<file path="src/rtl/uart_rx.sv">
// UART receiver: 2-flop synchronizer, falling-edge start detect, 3-sample majority
// vote at mid-bit, optional even/odd parity, one stop bit, one-cycle result strobes.
module uart_rx #(
  parameter int width      = 8,
  parameter int OVERSAMPLE = 8
) (
  input  logic             clk,
  input  logic             rst,
  input  logic             RX_in,
  input  logic             Par_en,
  input  logic             Par_type,
  output logic [width-1:0] P_data,
  output logic             Data_valid,
  output logic             Par_err,
  output logic             Stop_err,
  output logic             Busy
);

  localparam int CW = $clog2(OVERSAMPLE);
  localparam int IW = (width > 1) ? $clog2(width) : 1;
  localparam logic [CW-1:0] MID_LO    = CW'(OVERSAMPLE / 2 - 1);
  localparam logic [CW-1:0] MID       = CW'(OVERSAMPLE / 2);
  localparam logic [CW-1:0] MID_HI    = CW'(OVERSAMPLE / 2 + 1);
  localparam logic [CW-1:0] LAST_EDGE = CW'(OVERSAMPLE - 1);
  localparam logic [IW-1:0] LAST_BIT  = IW'(width - 1);

  typedef enum logic [2:0] {IDLE, START, DATA, PARITY, STOP} state_t;

  state_t           state_q;
  logic             rx_meta_q, rx_s_q, rx_prev_q;
  logic [CW-1:0]    edge_cnt_q;
  logic [IW-1:0]    bit_idx_q;
  logic [width-1:0] shift_q;
  logic             par_en_q, par_type_q, par_bad_q;
  logic             smp0_q, smp1_q;
  logic [width-1:0] p_data_q;
  logic             data_valid_q, par_err_q, stop_err_q, busy_q;

  logic start_det, sample_now, bit_d;

  assign start_det  = rx_prev_q & ~rx_s_q;
  assign sample_now = (edge_cnt_q == MID_HI);
  // Majority of the two latched mid-bit samples and the current one.
  assign bit_d = (smp0_q & smp1_q) | (smp0_q & rx_s_q) | (smp1_q & rx_s_q);

  always_ff @(posedge clk) begin
    if (rst) begin
      state_q      <= IDLE;
      rx_meta_q    <= 1'b1;
      rx_s_q       <= 1'b1;
      rx_prev_q    <= 1'b1;
      edge_cnt_q   <= '0;
      bit_idx_q    <= '0;
      shift_q      <= '0;
      par_en_q     <= 1'b0;
      par_type_q   <= 1'b0;
      par_bad_q    <= 1'b0;
      smp0_q       <= 1'b1;
      smp1_q       <= 1'b1;
      p_data_q     <= '0;
      data_valid_q <= 1'b0;
      par_err_q    <= 1'b0;
      stop_err_q   <= 1'b0;
      busy_q       <= 1'b0;
    end else begin
      rx_meta_q    <= RX_in;
      rx_s_q       <= rx_meta_q;
      rx_prev_q    <= rx_s_q;
      data_valid_q <= 1'b0;
      par_err_q    <= 1'b0;
      stop_err_q   <= 1'b0;

      if (edge_cnt_q == MID_LO) smp0_q <= rx_s_q;
      if (edge_cnt_q == MID)    smp1_q <= rx_s_q;

      if (state_q != IDLE)
        edge_cnt_q <= (edge_cnt_q == LAST_EDGE) ? '0 : edge_cnt_q + CW'(1);

      // Every state leaves at its own mid-bit decision; the edge counter keeps
      // running, so the next state's samples land on the centre of the next bit.
      case (state_q)
        IDLE: begin
          edge_cnt_q <= '0;
          if (start_det) begin
            state_q    <= START;
            edge_cnt_q <= CW'(1);
            busy_q     <= 1'b1;
            par_en_q   <= Par_en;
            par_type_q <= Par_type;
            par_bad_q  <= 1'b0;
            bit_idx_q  <= '0;
          end
        end
        START: begin
          if (sample_now) begin
            if (bit_d) begin
              state_q <= IDLE;
              busy_q  <= 1'b0;
            end else begin
              state_q <= DATA;
            end
          end
        end
        DATA: begin
          if (sample_now) begin
            shift_q   <= {bit_d, shift_q[width-1:1]};
            bit_idx_q <= bit_idx_q + IW'(1);
            if (bit_idx_q == LAST_BIT) state_q <= par_en_q ? PARITY : STOP;
          end
        end
        PARITY: begin
          if (sample_now) begin
            par_bad_q <= (bit_d != ((^shift_q) ^ par_type_q));
            state_q   <= STOP;
          end
        end
        STOP: begin
          // Leave at the stop decision so a short stop bit cannot hide the next start.
          if (sample_now) begin
            state_q <= IDLE;
            busy_q  <= 1'b0;
            if (bit_d && !par_bad_q) begin
              p_data_q     <= shift_q;
              data_valid_q <= 1'b1;
            end
            if (!bit_d)   stop_err_q <= 1'b1;
            if (par_bad_q) par_err_q <= 1'b1;
          end
        end
        default: begin
          state_q <= IDLE;
          busy_q  <= 1'b0;
        end
      endcase
    end
  end

  assign P_data     = p_data_q;
  assign Data_valid = data_valid_q;
  assign Par_err    = par_err_q;
  assign Stop_err   = stop_err_q;
  assign Busy       = busy_q;

endmodule

</file>
<file path="config.mk">
export PLATFORM = sky130hd
export DESIGN_NAME = uart_rx
export DESIGN_NICKNAME = d
export VERILOG_FILES = /design/src/rtl/uart_rx.sv
export SDC_FILE = /design/constraint.sdc
export NUM_CORES = 1
export LEC_CHECK = 0
export ABC_CLOCK_PERIOD_IN_PS = 4050
export CORE_ASPECT_RATIO = 0.9
export CORE_UTILIZATION = 30
export DETAILED_ROUTE_END_ITERATION = 6
export GPL_TIMING_DRIVEN = 0
export PLACE_DENSITY = 0.45
export SLEW_MARGIN = 25
export SYNTH_ARGS = -nofsm -noshare
export SYNTH_HDL_FRONTEND = slang
export SYNTH_SLANG_ARGS = --single-unit
export TNS_END_PERCENT = 30
</file>
<file path="constraint.sdc">
create_clock -name clk -period 4.05 [get_ports clk]
set_input_delay 0.81 -clock clk [delete_from_list [all_inputs] [get_ports clk]]
set_output_delay 0.81 -clock clk [all_outputs]
set_load 0.03 [all_outputs]
</file>
==> flow_summary.toml <==
[clock_network]
cts_sinks = 37
cts_made_buffers = 5
hold_buffers = 0
clk_latency_ns = 0.28
cts_tree = "done"
post_cts_buffers = 0
root_buffer = "clkbuf_8"
h-tree-depth = 2
cts.reportedPaths.clkPinSlew_ns = 0.07
ctsResizeCount = 0
clockBufferDepth = 2

[placed_design]
dpl-instance-area_um2 = 1910
hpwl_mm = 2.59
io_buffers = 15
gp_congestion = 0.875

[routing]
post_drt_via_cell_ratio = 4.81
dr_total_vias = 1289
first_pass_iters = 4
final_antenna_net_count = 0
wl_per_cell_um = 13.4
routed_wl_mm = 3.60
drc = 0
first_iter_violations = 69

[floorplanning]
start_util_pct = 31.6
ios = 17
coreArea_um2 = 5320
fp.dieH_um = 72.9
die_area_um2 = 5900
dieWidth_um = 80.8
num_rows = 25

[flow_run]
maxCapViolCount = 0

[synthesis]
syn_avg_cell_area_um2 = 9.43
synth_fp_nets = 190
ys_warn_count = 0
ys_seq_area_share_pct = 44.1
synth_edf_count = 0
ys_types = 44
synth_top_flop_cell = "dfxtp_1"
syn_area_um2 = 1680
async_reset_ff_share_pct = 0
synth.ff_latch_count = 37
synthCells = 178

[timing]
fin_tns_setup_ns = 0
skew_ns = 0.00446
hold_violations = 0
tightest_slew_ns = 0.553
period_share_pct = 51.5
slew_headroom_pct = 63.2
drv_slew = 0
period_minus_slack_ns = 2.09
fmax_ghz = 0.479
rsz0062_at_grt = "false"
setup_viol = 0

[min_path]
holdPathStages = 1
hold-path-endpoint = "rx_s_q"
min_path_type = "flop to flop"
hold_path.startpoint = "rx_meta_q"

[critical_path]
path_class = "flop to output pin"
reg2reg_to = "state_q[1]"
end_kind = "output pin"
start_kind = "flop"
critical_path.top_delay_family = "buffers and inverters"
required_ns = 3.24
crit_buf_inv = 1
critical-path-max-stage-delay_ns = 0.67
crit_fanout = 2
path_cells = "clkdlybuf4s50_1"
crit_arrival_ns = 1.28
r2r_cells = 7
rrSetupSlack_ns = 2.37
slowest_stage = "clkdlybuf4s50_1"
rr_startpoint = "edge_cnt_q[1]"

[cells_and_area]
final_layout_size_suffix_gt1_share_pct = 13.4
finalInstanceArea_um2 = 2010
fin_nets = 212
final_cell_mix = "dfxtp_1, a21oi_1, nand2_1"
area_growth_pct = 20.0
fillerInstances = 544
final_common_cell = "dfxtp_1"
diodes = 0

[pwr]
power.density_nw_per_um2 = 346
leakage_nw = 0.771
combPwrFrac_pct = 6.4
power_frac_clock_pct = 39.9
seqPwrFrac_pct = 53.6
peakVddDrop_uv = 158
swShare_pct = 22.6
switching_power_mw = 0.157
intPower_mw = 0.539

[global_routing]
grt_overflow = 0
track_usage_pct = 13.8
grt_max_degree = 12
grt_pass1_wl_mm = 6.02
antenna_found_initial = 0
grt_pass1_vias = 1218

[run_status]
run_status = "completed"
-- area by class of cell --
type | count | area, µm² | share of cell area (%)
tap | 67 | 83.8 | 4.16
sequential | 37 | 741 | 36.8
clock buffer | 7 | 96.3 | 4.79
inverter | 5 | 18.8 | 0.932
multi-input combinational | 124 | 853 | 42.4
timing repair buffer | 15 | 150 | 7.46
clock inverter | 1 | 5.00 | 0.249
buffer | 12 | 65.1 | 3.23
-- metal layers --
metal / wire (µm) / track usage (%)
met2: 1540 / 21.0
met3: 118 / 3.75
met1: 1920 / 19.0
met4: 22 / 4.17
met5: 0 / 0
-- flip-flops by register name (all words and copies together) (netlist names), 3 cells and up --
name	cells
bit_idx_q	3
P_data	8
edge_cnt_q	3
shift_q	8
state_q	3
-- Yosys cell counts (2+ instances only) --
master    number  area (µm²)
o211ai_1       2        15.0
nor2_1        11        41.3
o21ai_0        2        10.0
buf_2          4        20.0
nand3_1       14        70.1
ha_1           7        87.6
buf_4          2        15.0
nor3_1         3        15.0
mux2i_1        9        90.1
nor3b_1        3        22.5
inv_1          5        18.8
a21oi_1       17        85.1
nand4b_1       3        26.3
dfxtp_1       37         741
clkbuf_1       5        18.8
xnor2_1        4        35.0
xnor2_2        2        32.5
nand3b_1       2        15.0
o22ai_1        2        12.5
nand2_1       17        63.8
or2_2          4        25.0
-- power groups by stage --
stage	combinational [mW]	sequential (mW)	clock, mW
finish	0.0447	0.374	0.278
global route	0.0502	0.374	0.303
CTS	0.0449	0.374	0.291
detailed placement	0.0448	0.382	0
global placement	0.0443	0.382	0
floorplan	0.0296	0.382	0
-- through the flow --
step / util, % / total power [mW] / setup WS (ns) / std cells / hold slack, ns
floorplan: - / 0.411 / 2.52 / 178 / 0.389
global placement: 36.0 / 0.426 / 2.18 / 260 / 0.402
detailed placement: 36.0 / 0.427 / 2.14 / 260 / 0.397
CTS: 37.9 / 0.710 / 1.94 / 268 / 0.414
global route: 37.9 / 0.727 / 1.91 / 268 / 0.426
finish: 37.9 / 0.697 / 1.96 / 268 / 0.412
-- worst max-delay path by stage --
stage,to,cells after the start,slack (ns),startpoint
6_report,P_data[3],1,1.96,P_data[3]
5_1_grt,P_data[6],1,1.91,P_data[6]
4_1_cts,P_data[3],1,1.94,P_data[3]
3_5_place_dp,Data_valid,3,2.14,rst
3_3_place_gp,P_data[4],3,2.18,rst
2_1_floorplan,Data_valid,3,2.52,rst
-- cell families after synthesis --
family | Yosys count | share of synthesized area (%)
AOI/OAI and AO/OA | 33 | 13.1
xor gates and xnor gates | 8 | 5.89
adders and majority gates | 8 | 5.89
buffers and inverters | 17 | 5.00
DFF | 37 | 44.1
muxes | 9 | 5.37
and+or+nand+nor | 66 | 20.6
Power figures use the tool's default switching activity.
